[config.mk]
export PLATFORM = sky130hd
export DESIGN_NAME = clock_div_ctrl_flat
export DESIGN_NICKNAME = d
export VERILOG_FILES = /design/src/rtl/clock_div_ctrl_pkg.sv /design/src/rtl/clock_div_ctrl_if.sv /design/src/rtl/clock_div_ctrl_counter.sv /design/src/rtl/clock_div_ctrl.sv /design/src/flat_wrapper.sv
export SDC_FILE = /design/constraint.sdc
export NUM_CORES = 1
export LEC_CHECK = 0
export CAP_MARGIN = 10
export CORE_MARGIN = 4
export CORE_UTILIZATION = 48
export DETAILED_ROUTE_END_ITERATION = 16
export MAX_ROUTING_LAYER = met4
export PLACE_DENSITY = 0.82
export SLEW_MARGIN = 30
export SYNTH_ARGS = -nofsm -noshare
export SYNTH_HDL_FRONTEND = slang
export SYNTH_SLANG_ARGS = --single-unit
[constraint.sdc]
create_clock -name iCLK -period 1.85 [get_ports iCLK]
set_clock_uncertainty 0.15 [all_clocks]
set_input_delay 0.185 -clock iCLK [delete_from_list [all_inputs] [get_ports iCLK]]
set_output_delay 0.185 -clock iCLK [all_outputs]
set_load 0.005 [all_outputs]
[src/rtl/clock_div_ctrl_pkg.sv]
// Shared types and defaults for the hash-core clock divider controller.
package clock_div_pkg;

    localparam int CNT_W       = 4;
    localparam int DEFAULT_DIV = 3;

    typedef enum logic [2:0] {
        STOP,
        RUN,
        DRAIN,
        HALT,
        LOAD
    } div_state_t;

endpackage

[src/rtl/clock_div_ctrl_if.sv]
// Control/status bundle between the configuration requester and the divider controller.
interface clock_div_if #(
    parameter int CNT_W = clock_div_pkg::CNT_W
) ();

    logic             run_en;
    logic             div_req;
    logic [CNT_W-1:0] div_value;
    logic             div_ack;
    logic             clk_out;
    logic             rise_pls;
    logic             fall_pls;
    logic [CNT_W-1:0] cur_div;
    logic             busy;

    modport master (
        output run_en, div_req, div_value,
        input  div_ack, clk_out, rise_pls, fall_pls, cur_div, busy
    );

    modport slave (
        input  run_en, div_req, div_value,
        output div_ack, clk_out, rise_pls, fall_pls, cur_div, busy
    );

endinterface

[src/rtl/clock_div_ctrl_counter.sv]
// Half-period counter with terminal-count compare, registered divided clock and edge strobes.
module clock_div_counter #(
    parameter int CNT_W = 4
) (
    input  logic             iCLK,
    input  logic             RST,
    input  logic             cnt_en,
    input  logic             cnt_clr,
    input  logic [CNT_W-1:0] div,
    output logic             tc,
    output logic             clk_out,
    output logic             rise_pls,
    output logic             fall_pls
);

    logic [CNT_W-1:0] count;
    logic             toggle;

    assign tc     = (count == div);
    assign toggle = cnt_en && !cnt_clr && tc;

    // A clear forces clk_out low; it only strobes a fall when clk_out was actually high.
    always_ff @(posedge iCLK) begin
        if (RST) begin
            count    <= '0;
            clk_out  <= 1'b0;
            rise_pls <= 1'b0;
            fall_pls <= 1'b0;
        end else begin
            rise_pls <= toggle && !clk_out;
            fall_pls <= (toggle || cnt_clr) && clk_out;
            if (cnt_clr) begin
                count   <= '0;
                clk_out <= 1'b0;
            end else if (cnt_en) begin
                if (tc) begin
                    count   <= '0;
                    clk_out <= ~clk_out;
                end else begin
                    count <= count + CNT_W'(1);
                end
            end
        end
    end

endmodule

[src/rtl/clock_div_ctrl.sv]
// Divider controller: run/stop and ratio changes applied only at phase boundaries.
module clock_div_ctrl
    import clock_div_pkg::*;
#(
    parameter int CNT_W       = clock_div_pkg::CNT_W,
    parameter int DEFAULT_DIV = clock_div_pkg::DEFAULT_DIV
) (
    input  logic      iCLK,
    input  logic      RST,
    clock_div_if.slave bus
);

    div_state_t       state;
    div_state_t       next_state;
    logic             armed;
    logic             armed_req;
    logic             tc;
    logic             cnt_en;
    logic             cnt_clr;
    logic             load;
    logic             busy_nxt;
    logic [CNT_W-1:0] cur_div;

    assign armed_req   = bus.div_req && armed;
    assign bus.cur_div = cur_div;

    always_ff @(posedge iCLK) begin
        if (RST) begin
            state <= STOP;
        end else begin
            state <= next_state;
        end
    end

    // Requests outrank run_en in STOP/RUN; in HALT a returning run_en resumes untouched.
    always_comb begin
        next_state = state;
        case (state)
            STOP: begin
                if (armed_req)       next_state = LOAD;
                else if (bus.run_en) next_state = RUN;
            end
            RUN: begin
                if (armed_req)        next_state = DRAIN;
                else if (!bus.run_en) next_state = HALT;
            end
            DRAIN: begin
                if (tc) next_state = LOAD;
            end
            HALT: begin
                if (bus.run_en)     next_state = RUN;
                else if (tc)        next_state = STOP;
                else if (armed_req) next_state = DRAIN;
            end
            LOAD: begin
                next_state = bus.run_en ? RUN : STOP;
            end
            default: next_state = STOP;
        endcase
    end

    always_comb begin
        cnt_en   = (state == RUN) || (state == DRAIN) || (state == HALT);
        cnt_clr  = (state == STOP) || (state == LOAD) ||
                   ((state == DRAIN) && tc) ||
                   ((state == HALT) && !bus.run_en && tc);
        load     = (next_state == LOAD) && (state != LOAD);
        busy_nxt = (next_state == DRAIN) || (next_state == HALT) ||
                   (next_state == LOAD);
    end

    // The armed flag enforces a four-phase handshake: div_req must be seen low between loads.
    always_ff @(posedge iCLK) begin
        if (RST) begin
            cur_div     <= CNT_W'(DEFAULT_DIV);
            armed       <= 1'b1;
            bus.div_ack <= 1'b0;
            bus.busy    <= 1'b0;
        end else begin
            bus.div_ack <= load;
            bus.busy    <= busy_nxt;
            if (load) begin
                cur_div <= bus.div_value;
                armed   <= 1'b0;
            end else if (!bus.div_req) begin
                armed   <= 1'b1;
            end
        end
    end

    clock_div_counter #(
        .CNT_W (CNT_W)
    ) u_counter (
        .iCLK     (iCLK),
        .RST      (RST),
        .cnt_en   (cnt_en),
        .cnt_clr  (cnt_clr),
        .div      (cur_div),
        .tc       (tc),
        .clk_out  (bus.clk_out),
        .rise_pls (bus.rise_pls),
        .fall_pls (bus.fall_pls)
    );

endmodule

[src/flat_wrapper.sv]
// flat-port wrapper written by rule: the top's interface ports become plain ports
module clock_div_ctrl_flat import clock_div_pkg::*;
#(
    parameter int CNT_W       = clock_div_pkg::CNT_W,
    parameter int DEFAULT_DIV = clock_div_pkg::DEFAULT_DIV
)
  (iCLK, RST, bus_run_en, bus_div_req, bus_div_value, bus_div_ack, bus_clk_out, bus_rise_pls, bus_fall_pls, bus_cur_div, bus_busy);
  clock_div_if #(.CNT_W(CNT_W)) bus_i ();
  input  logic iCLK;
  input  logic RST;
  input wire logic [$bits(bus_i.run_en)-1:0] bus_run_en;
  input wire logic [$bits(bus_i.div_req)-1:0] bus_div_req;
  input wire logic [$bits(bus_i.div_value)-1:0] bus_div_value;
  output wire logic [$bits(bus_i.div_ack)-1:0] bus_div_ack;
  output wire logic [$bits(bus_i.clk_out)-1:0] bus_clk_out;
  output wire logic [$bits(bus_i.rise_pls)-1:0] bus_rise_pls;
  output wire logic [$bits(bus_i.fall_pls)-1:0] bus_fall_pls;
  output wire logic [$bits(bus_i.cur_div)-1:0] bus_cur_div;
  output wire logic [$bits(bus_i.busy)-1:0] bus_busy;
  assign bus_i.run_en = bus_run_en;
  assign bus_i.div_req = bus_div_req;
  assign bus_i.div_value = bus_div_value;
  assign bus_div_ack = bus_i.div_ack;
  assign bus_clk_out = bus_i.clk_out;
  assign bus_rise_pls = bus_i.rise_pls;
  assign bus_fall_pls = bus_i.fall_pls;
  assign bus_cur_div = bus_i.cur_div;
  assign bus_busy = bus_i.busy;
  clock_div_ctrl #(.CNT_W(CNT_W), .DEFAULT_DIV(DEFAULT_DIV)) u_core (.iCLK(iCLK), .RST(RST), .bus(bus_i));
endmodule
==> results of run 1 <==
[per-layer routing]
layer  part of all wire, %  vias to the layer above  global-route usage [%]  routed length [um]
met4                   1.6                        0                    6.73                  25
met1                    46                      309                    15.5                 736
met2                    45                       27                    22.2                 717
met5                     0                        -                       -                   0
met3                   7.0                        4                    4.29                 112
li1                      -                      356                       -                   -
[flip-flops by register name (all words and copies together) (netlist names)]
name / cells
u_core.u_counter.clk_out: 1
u_core.state: 3
u_core.bus.busy: 1
u_core.bus.div_ack: 1
u_core.armed: 1
u_core.u_counter.rise_pls: 1
u_core.u_counter.fall_pls: 1
u_core.u_counter.count: 4
u_core.bus.cur_div: 4
[placed cells by master (no fill, tap or decap), drive strengths merged, types with 2 or more instances in the layout]
master	n
buf	5
a21oi	5
o21ai	4
a31oi	3
mux2i	5
nand2	11
clkbuf	3
xnor2	4
or4	3
nor2	8
inv	4
nand3	2
dfxtp	17
a31o	2
clkdlybuf4s50	16
[how the worst min path moves through the flow]
stage,from,endpoint
after floorplan,bus_div_value[3],u_core.bus.cur_div[3]
after global placement,u_core.u_counter.clk_out,u_core.u_counter.rise_pls
after detailed placement,u_core.bus.cur_div[3],u_core.bus.cur_div[3]
after CTS,bus_div_value[3],u_core.bus.cur_div[3]
after global routing,bus_div_value[2],u_core.bus.cur_div[2]
final,bus_div_value[3],u_core.bus.cur_div[3]
[kinds of logic (layout without fill, tap and decap cells)]
kind of cell	Yosys count	in the layout	synth area share, %
simple gates	32	32	21.5
compound gates	20	20	16.3
flops	17	17	43.0
buf+inv	9	29	5.85
mux	5	5	6.33
xor+xnor	4	4	5.38
fa+ha+maj	1	1	1.58
[area by class of cell]
cell class / instances / area, um2 / share of cell area, %
well taps: 16 / 20.0 / 1.99
inverters: 4 / 15.0 / 1.49
clock buffers: 3 / 22.5 / 2.24
multi-input cells: 62 / 404 / 40.2
flip-flops and latches: 17 / 340 / 33.9
clock inverters: 1 / 5.00 / 0.498
repair buffers: 21 / 198 / 19.7
[through the flow]
| stage | utilization (%) | hold slack [ns] | cell area, um2 | cells |
|---|---|---|---|---|
| floorplan | - | 0.177 | 791 | 88 |
| global placement | 64.1 | 0.329 | 977 | 120 |
| detailed placement | 64.1 | 0.342 | 977 | 120 |
| CTS | 65.9 | 0.297 | 1000 | 124 |
| global route | 65.9 | 0.298 | 1000 | 124 |
| finish | 65.9 | 0.299 | 1000 | 124 |
[worst register-to-register path: cells and delay by family, from the launching register on]
family,cells,cell delay (ns)
XOR/XNOR,1,0.14
flip-flops,1,0.44
AND/OR/NAND/NOR,2,0.70
AO/OA/AOI/OAI,1,0.14
[power groups by stage]
stage / Clock [W] / Combinational (W) / Sequential [W]
floorplan: 0 / 0.000117 / 0.000422
global placement: 0 / 0.000170 / 0.000433
detailed placement: 0 / 0.000175 / 0.000432
CTS: 0.000196 / 0.000176 / 0.000424
global route: 0.000213 / 0.000193 / 0.000429
finish: 0.000194 / 0.000177 / 0.000425
==> impl_metrics.toml, run 1 <==
[synth]
yosysWarnings = 0
yosysMostFrequentCell = "dfxtp_1"
yosysTopAreaCell = "dfxtp_1"
postSynthAreaPerCell_um2 = 8.99
post_synth_inst_count = 88
post_synth_main_area_contributors = "dfxtp_1 (43%), mux2i_1 (6.3%), nand2_1 (5.2%)"
mappedNetlistArea_um2 = 791
postSynth.topFlopCell = "dfxtp_1"
unique_cell_type_count_in_the_yosys_netlist = 32
synth_seq_area_share_pct = 43.0
synth_nets = 97
netlist_top_cells_count = "dfxtp_1 (17), nand2_1 (11), nor2_1 (8)"
fraction_of_post_synthesis_cell_area_in_the_top_cell_type_by_area_pct = 43.0
synth_async_sr_flop_share_pct = 0
count_of_flip_flops_with_a_built_in_enable_after_synthesis = 0
ys_ff_latch = 17

[drt]
routed_via_density = 5.61
route.detailed.wl_per_inst_um = 12.8
drt_pass1_iterations = 4
drt-initial-drc-count = 20
drt_drc_violations_left = 0
ant_nets = 0
via_total_after_detailed_routing = 696
wirelength_um = 1590

[clocking]
tritoncts_num_sinks = 17
htreeDepth = 1
cts_hold_repair.buffers = 0
postCtsResizedCells = 0
cts_buffer_depth = 2
worst_skew_pair.late_latency_ns = 0.28
cts_tree = "built"
cts.clk_slew.worst_paths_ns = 0.10
clockRootBuffer = "clkbuf_4"
cts_inserted_buffers = 3
post_cts_buffers = 0

[layout]
synthToLayoutAreaGrowth_pct = 27.1
share_of_layout_cells_above_drive_strength_1_pct = 14.8
num-nets-final = 118
n_fill_cell = 131
antenna_cells_inserted = 0

[min_path]
holdPathStages = 3
min_path_type = "in -> reg"

[die]
num_rows = 14
starting_density_of_the_core_pct = 51.9
die_area_um2 = 2360
io_pins = 17
fp.dieH_um = 48.6
die_width_um = 48.6
core-area_um2 = 1520

[pwr]
switching_power_w = 0.000222
power.internal_w = 0.000574
total_leakage_power_nw = 0.388
power_frac_comb_pct = 22.2
power_density_nw_per_um2 = 792
power_frac_seq_pct = 53.4
power.share.clock_pct = 24.4
total_power_w = 0.000796
sw_frac_of_total_pct = 27.9
worst_ir_drop_vdd_uv = 472

[sta]
slew_violations = 0
final_min_period_over_clock_period_pct = 88.4
period_needed_ns = 1.64
relSlewSlack_pct = 76.0
worst-slew-pin-transition_ns = 0.351
finalSetupTns_ns = 0
hold_viol = 0
finalSetupViolCount = 0
rsz0062_at_grt = "no"
post-route-worst-setup-slack_ns = 0.214
fmax_ghz = 0.611

[setup_path]
critical_path_peak_fanout = 6
setup.worst_path.end_class = "flip-flop"
timing_worst_setup_path_type = "reg -> reg"
crit_end = "u_core.u_counter.count[3]"
crit_required_ns = 1.91
setup.worst_path.start_class = "flip-flop"
r2r_end = "u_core.u_counter.count[3]"
cpPeakStageDelay_ns = 0.47
worst_r2r_path_depth = 4
critPathLaunch = "u_core.u_counter.count[0]"
number_of_gates_on_the_worst_path_with_buffers_counted = 4
worst_path_dominant_cell_family = "simple AND/OR/NAND/NOR gates"
timing.critical_path.arrival_ns = 1.70
r2r_start = "u_core.u_counter.count[0]"
reg2reg_slack_ns = 0.21
cp_slowest_cell = "or4_1"
crit_buf_inv = 0
crit_chain = "xnor2_1 -> and4_4 -> or4_1 -> a31oi_1"

[grt]
first_global_vias = 679
tot_gr_track_use_pct = 13.8
globalRoute.totalOverflow = 0
antenna_violations_before_repair = 0
largest_net_degree_at_the_start_of_global_routing = 14
grt_first_pass_wirelength_um = 2610

[place]
place.port_buffers = 16
place.detailed.hpwl_um = 1200
place.gp.congestion = 0.835
dpl_worst_slack_ns = 0.103

[status]
status = "completed"

[flow_run]
cap_viol_max_count = 0
Power figures use the tool's default switching activity.
==> run 2: changes to the inputs <==
- CAP_MARGIN: 10 -> unset
==> results of run 2 <==
The final DEF is identical to that of run 1; final timing and power are the same.
